===== src/rtl/inc_share_arbiter_if.sv =====
// Request/response bundle for the shared increment/decrement unit.
// Master is the requester/consumer side; slave is the arbiter.
interface inc_share_arbiter_if #(
   parameter int unsigned WIDTH = 16,
   parameter int unsigned NREQ  = 3,
   parameter int unsigned IDW   = 2
);
   logic [NREQ-1:0]       req_valid;
   logic [NREQ-1:0]       req_dec;
   logic [NREQ*WIDTH-1:0] req_data;
   logic [NREQ-1:0]       req_ready;
   logic                  rsp_valid;
   logic                  rsp_ready;
   logic [IDW-1:0]        rsp_id;
   logic [WIDTH-1:0]      rsp_data;
   logic                  rsp_wrap;

   modport master (
      output req_valid, req_dec, req_data, rsp_ready,
      input  req_ready, rsp_valid, rsp_id, rsp_data, rsp_wrap
   );

   modport slave (
      input  req_valid, req_dec, req_data, rsp_ready,
      output req_ready, rsp_valid, rsp_id, rsp_data, rsp_wrap
   );
endinterface


===== src/rtl/inc_share_arbiter.sv =====
// Round-robin arbiter sharing one registered +/-1 unit among NREQ requesters,
// with a one-entry tagged result register.
module inc_share_arbiter #(
   parameter int unsigned WIDTH = 16,
   parameter int unsigned NREQ  = 3,
   parameter int unsigned IDW   = 2
) (
   input  logic               clk,
   input  logic               rst,
   inc_share_arbiter_if.slave bus,
   output logic               busy
);
   typedef enum logic {S_EMPTY = 1'b0, S_FULL = 1'b1} state_e;

   state_e           state_q, state_d;
   logic [IDW-1:0]   rr_ptr_q, rr_ptr_d;
   logic [IDW-1:0]   gnt_idx_c, cand_c;
   logic [NREQ-1:0]  grant_c;
   logic             found_c, accept_c, load_c;
   logic [WIDTH-1:0] ops_c [NREQ];
   logic [WIDTH-1:0] op_c, res_c;
   logic             dec_c, wrap_c;
   logic [IDW-1:0]   rsp_id_q;
   logic [WIDTH-1:0] rsp_data_q;
   logic             rsp_wrap_q;

   for (genvar g = 0; g < NREQ; g++) begin : g_ops
      assign ops_c[g] = bus.req_data[g*WIDTH +: WIDTH];
   end

   // First valid requester scanning upward from rr_ptr, wrapping modulo NREQ
   always_comb begin
      grant_c   = '0;
      gnt_idx_c = '0;
      found_c   = 1'b0;
      cand_c    = '0;
      for (int unsigned k = 0; k < NREQ; k++) begin
         cand_c = IDW'((32'(rr_ptr_q) + k) % NREQ);
         if (!found_c && bus.req_valid[cand_c]) begin
            found_c   = 1'b1;
            gnt_idx_c = cand_c;
         end
      end
      grant_c[gnt_idx_c] = found_c;
   end

   assign accept_c      = !rst && ((state_q == S_EMPTY) || bus.rsp_ready) && found_c;
   assign bus.req_ready = {NREQ{accept_c}} & grant_c;

   assign op_c   = ops_c[gnt_idx_c];
   assign dec_c  = bus.req_dec[gnt_idx_c];
   assign res_c  = dec_c ? (op_c - WIDTH'(1)) : (op_c + WIDTH'(1));
   assign wrap_c = dec_c ? (op_c == '0) : (op_c == '1);

   always_ff @(posedge clk) begin
      if (rst) begin
         state_q  <= S_EMPTY;
         rr_ptr_q <= '0;
      end else begin
         state_q  <= state_d;
         rr_ptr_q <= rr_ptr_d;
      end
   end

   always_comb begin
      state_d = state_q;
      case (state_q)
         S_EMPTY: if (accept_c) state_d = S_FULL;
         S_FULL:  if (bus.rsp_ready && !accept_c) state_d = S_EMPTY;
         default: state_d = S_EMPTY;
      endcase
   end

   // Load the result register and advance the pointer past the winner
   always_comb begin
      load_c   = 1'b0;
      rr_ptr_d = rr_ptr_q;
      if (accept_c) begin
         load_c   = 1'b1;
         rr_ptr_d = IDW'((32'(gnt_idx_c) + 32'd1) % NREQ);
      end
   end

   always_ff @(posedge clk) begin
      if (rst) begin
         rsp_id_q   <= '0;
         rsp_data_q <= '0;
         rsp_wrap_q <= 1'b0;
      end else if (load_c) begin
         rsp_id_q   <= gnt_idx_c;
         rsp_data_q <= res_c;
         rsp_wrap_q <= wrap_c;
      end
   end

   assign bus.rsp_valid = (state_q == S_FULL);
   assign bus.rsp_id    = rsp_id_q;
   assign bus.rsp_data  = rsp_data_q;
   assign bus.rsp_wrap  = rsp_wrap_q;
   assign busy          = (state_q == S_FULL);
endmodule


===== src/flat_wrapper.sv =====
// flat-port wrapper written by rule: the top's interface ports become plain ports
module inc_share_arbiter_flat 
#(
   parameter int unsigned WIDTH = 16,
   parameter int unsigned NREQ  = 3,
   parameter int unsigned IDW   = 2
)
  (clk, rst, busy, bus_req_valid, bus_req_dec, bus_req_data, bus_rsp_ready, bus_req_ready, bus_rsp_valid, bus_rsp_id, bus_rsp_data, bus_rsp_wrap);
  inc_share_arbiter_if #(.WIDTH(WIDTH), .NREQ(NREQ), .IDW(IDW)) bus_i ();
  input  logic clk;
  input  logic rst;
  output logic busy;
  input wire logic [$bits(bus_i.req_valid)-1:0] bus_req_valid;
  input wire logic [$bits(bus_i.req_dec)-1:0] bus_req_dec;
  input wire logic [$bits(bus_i.req_data)-1:0] bus_req_data;
  input wire logic [$bits(bus_i.rsp_ready)-1:0] bus_rsp_ready;
  output wire logic [$bits(bus_i.req_ready)-1:0] bus_req_ready;
  output wire logic [$bits(bus_i.rsp_valid)-1:0] bus_rsp_valid;
  output wire logic [$bits(bus_i.rsp_id)-1:0] bus_rsp_id;
  output wire logic [$bits(bus_i.rsp_data)-1:0] bus_rsp_data;
  output wire logic [$bits(bus_i.rsp_wrap)-1:0] bus_rsp_wrap;
  assign bus_i.req_valid = bus_req_valid;
  assign bus_i.req_dec = bus_req_dec;
  assign bus_i.req_data = bus_req_data;
  assign bus_i.rsp_ready = bus_rsp_ready;
  assign bus_req_ready = bus_i.req_ready;
  assign bus_rsp_valid = bus_i.rsp_valid;
  assign bus_rsp_id = bus_i.rsp_id;
  assign bus_rsp_data = bus_i.rsp_data;
  assign bus_rsp_wrap = bus_i.rsp_wrap;
  inc_share_arbiter #(.WIDTH(WIDTH), .NREQ(NREQ), .IDW(IDW)) u_core (.clk(clk), .rst(rst), .bus(bus_i), .busy(busy));
endmodule

===== config.mk =====
export PLATFORM = sky130hd
export DESIGN_NAME = inc_share_arbiter_flat
export DESIGN_NICKNAME = d
export VERILOG_FILES = /design/src/rtl/inc_share_arbiter_if.sv /design/src/rtl/inc_share_arbiter.sv /design/src/flat_wrapper.sv
export SDC_FILE = /design/constraint.sdc
export NUM_CORES = 1
export LEC_CHECK = 0
export BUFFER_PORTS_ARGS = -buffer_cell sky130_fd_sc_hd__buf_2
export CELL_PAD_IN_SITES_DETAIL_PLACEMENT = 0
export CELL_PAD_IN_SITES_GLOBAL_PLACEMENT = 1
export CORE_MARGIN = 5
export CORE_UTILIZATION = 37
export CTS_BUF_LIST = sky130_fd_sc_hd__clkbuf_16
export DETAILED_ROUTE_END_ITERATION = 8
export PLACE_DENSITY = 0.82
export REMOVE_ABC_BUFFERS = 1
export SLEW_MARGIN = 0
export SYNTH_ARGS = -nofsm -noshare
export SYNTH_HDL_FRONTEND = slang
export SYNTH_SLANG_ARGS = --single-unit

===== constraint.sdc =====
create_clock -name clk -period 5 [get_ports clk]
set_clock_uncertainty 0.2 [all_clocks]
set_input_delay 1 -clock clk [delete_from_list [all_inputs] [get_ports clk]]
set_output_delay 1 -clock clk [all_outputs]
set_load 0.01 [all_outputs]

==> impl_metrics.py <==
metrics = {
    "status": {
        "status": "finished clean",
    },
    "hold_path": {
        "min_to": "u_core.bus.rsp_data[9]$_SDFFE_PP0P_",
        "whs_path_depth": 2,
        "hp-start": "u_core.bus.rsp_data[9]$_SDFFE_PP0P_",
        "hp-class": "reg2reg",
    },
    "cts": {
        "cts_buffers": 3,
        "clk_latency_ns": 0.26,
        "post_cts_buffers": 0,
        "htreeDepth": 1,
        "cts_buffer_depth": 2,
        "cts.repair.resized": 0,
        "cts_tree": "built",
        "cts_root_buf": "clkbuf_16",
        "clkTransAtPathRegs_ns": 0.06,
        "cts_hold_buf": 0,
        "cts.sinks": 22,
    },
    "critical_path": {
        "r2r_setup_slack_ns": 0.44,
        "rr_endpoint": "u_core.bus.rsp_data[14]$_SDFFE_PP0P_",
        "timing.rr.start": "u_core.rr_ptr_q[0]$_SDFFE_PP0P_",
        "crit_arrival_ns": 4.51,
        "rr_worst_depth": 16,
        "critPathKind": "reg2reg",
        "cp-end-kind": "flip-flop",
        "crit_path_max_fanout": 14,
        "critPathRequiredTime_ns": 4.94,
        "startpoint_type": "flip-flop",
    },
    "synthesis": {
        "synth_cell_type_count": 72,
        "synth_edf_count": 0,
        "synth-seq-cells": 22,
        "synth_xor_xnor_area_share_pct": 5.67,
        "synth_mux_area_share_pct": 7.20,
        "ys_async_sr_fraction_pct": 0,
        "syn_inst": 337,
        "ys_seq_area_share_pct": 16.8,
        "syn-cell-area_mm2": 0.00262,
        "synth_top_family_by_area": "compound AO/OA/AOI/OAI gates",
        "synth_compound_area_share_pct": 32.4,
        "yosys.area_share.simple_pct": 23.6,
        "ys.warnings.count": 0,
        "synth_fa_ha_area_share_pct": 7.58,
        "yosys_most_used_dff": "dfxtp_1",
        "syn_area_per_cell_um2": 7.79,
    },
    "flow_run": {
        "cap_violations": 0,
    },
    "placed_design": {
        "gp_congestion": 0.864,
        "place_ws_ns": 0.180,
        "hpwlAfterDp_um": 6230,
        "placed_cell_area_mm2": 0.00310,
        "io_buffers": 80,
    },
    "cells_and_area": {
        "fin_util_pct": 46.6,
        "n_antenna_cell": 0,
        "final_cell_area_mm2": 0.00318,
        "area_delta_synth_final_pct": 21.3,
        "drive_above_1_share_pct": 29.0,
        "nNetsFinal": 484,
    },
    "route": {
        "dr_total_vias": 2710,
        "drtIter0Drc": 166,
        "routedWlPerCell_um": 15.0,
        "ant_nets": 0,
        "wirelength_um": 7580,
        "dr.pass1.iters": 4,
        "viasPerCell": 5.35,
        "drc": 0,
    },
    "global_route": {
        "grt_max_degree": 26,
        "grt_use_total_pct": 17.7,
        "grt_pass1_vias": 2661,
        "grt_pass1_wl_um": 12800,
        "grt_overflow": 0,
        "antenna_found_initial": 0,
    },
    "die": {
        "core_mm2": 0.00683,
        "initial_core_util_pct": 38.4,
        "num_rows": 30,
        "die_y_um": 94.2,
        "dieWidth_um": 94.2,
        "io_pins": 81,
        "die_area_mm2": 0.00888,
    },
    "sta": {
        "hold_viol_final": 0,
        "finalSetupViolCount": 0,
        "finalCritPeriodShare_pct": 91.3,
        "finalWorstSetupSlack_ns": 0.436,
        "slew_viol_final": 0,
        "slew-limit-headroom_pct": 52.4,
        "max_freq_ghz": 0.219,
        "tightestPinTransition_ns": 0.714,
        "tns_ns": 0,
        "finalCriticalPeriod_ns": 4.56,
        "rsz0062_at_grt": "no",
    },
}
-- cell type report --
type / instances / area, um2
clock buffers: 3 / 75.1
multi-input cells: 277 / 2000
well taps: 96 / 120
clock inverters: 1 / 3.75
repair buffers: 89 / 468
inverters: 19 / 71.3
flip-flops and latches: 22 / 440
fillers: 728 / 3650
-- flip-flops by register name, summed over array words and instances (netlist names) --
| signal | flops |
|---|---|
| u_core.bus.rsp_valid | 1 |
| u_core.bus.rsp_data | 16 |
| u_core.rr_ptr_q | 2 |
| u_core.bus.rsp_wrap | 1 |
| u_core.bus.rsp_id | 2 |
-- Yosys cell counts (4+ instances only) --
cell type	n	area (um2)
a21o_1	4	30.0
o2bb2ai_1	4	35.0
nor2_1	21	78.8
xnor2_1	11	96.3
a21oi_1	22	110
clkbuf_1	8	30.0
nand2b_1	4	25.0
nand2_1	31	116
nand3_1	20	100
nand4_1	10	62.6
nor3_1	11	55.1
dfxtp_1	22	440
o31ai_1	5	37.5
ha_1	15	188
o21ai_0	11	55.1
a31oi_1	7	43.8
o21ai_1	12	60.1
xor2_1	6	52.6
inv_1	17	63.8
buf_2	5	25.0
mux2i_1	14	140
-- kinds of logic after synthesis --
| logic type | Yosys count |
|---|---|
| AND/OR/NAND/NOR | 119 |
| AO/OA/AOI/OAI | 107 |
| buffers and inverters | 38 |
| flip-flops | 22 |
| multiplexers | 18 |
| XOR/XNOR | 17 |
| adder cells (fa/ha/maj) | 16 |
-- through the flow --
stage	hold WS (ns)	cells
detailed placement	0.247	503
finish	0.249	507
global route	0.278	507
CTS	0.255	507
floorplan	0.274	318
global placement	0.244	503
-- critical path, cell delays in order, from the launching register on --
cell and delay (ns):
dfxtp_1 0.42, inv_1 0.09, ha_1 0.45, nand3b_1 0.27, o311ai_4 0.15, a21o_1 0.29, a2111oi_2 0.55, or2_4 0.32
inv_2 0.12, ha_1 0.33, nor3b_1 0.36, a2111oi_0 0.18, a31oi_1 0.20, o21ai_2 0.11, o211ai_2 0.19, xnor2_1 0.14
o21ai_1 0.07
-- worst max-delay path by stage --
| stage | from | end | slack (ns) | depth (start not counted) |
|---|---|---|---|---|
| detailed placement | bus_req_valid[0] | u_core.bus.rsp_data[14]$_SDFFE_PP0P_ | 0.18 | 17 |
| global route | u_core.rr_ptr_q[0]$_SDFFE_PP0P_ | u_core.bus.rsp_data[12]$_SDFFE_PP0P_ | 0.12 | 18 |
| CTS | bus_req_valid[0] | u_core.bus.rsp_data[14]$_SDFFE_PP0P_ | 0.45 | 17 |
| finish | u_core.rr_ptr_q[0]$_SDFFE_PP0P_ | u_core.bus.rsp_data[14]$_SDFFE_PP0P_ | 0.44 | 16 |
| global placement | bus_req_valid[0] | u_core.bus.rsp_data[14]$_SDFFE_PP0P_ | 0.38 | 15 |
| floorplan | bus_req_valid[0] | u_core.bus.rsp_data[14]$_SDFFE_PP0P_ | 0.32 | 14 |
-- cells in the final DEF (no fill, tap or decap), drive strengths merged, types with 11 or more instances in the layout --
cell	count
a21oi	23
buf	89
dfxtp	22
ha	15
inv	19
mux2i	14
nand2	31
nand3	20
nor2	22
nor3	11
o21ai	24
xnor2	11
-- per-layer routing --
layer	track usage, %	wire length [um]	vias up
li1	-	-	1411
met1	25.0	3740	1219
met2	28.2	3350	73
met3	2.16	378	7
met5	0	0	-
met4	4.81	108	0
Power is left out: the tool's default activity adds up to more than one toggle a clock period on the data nets, which glitch-free logic cannot reach.
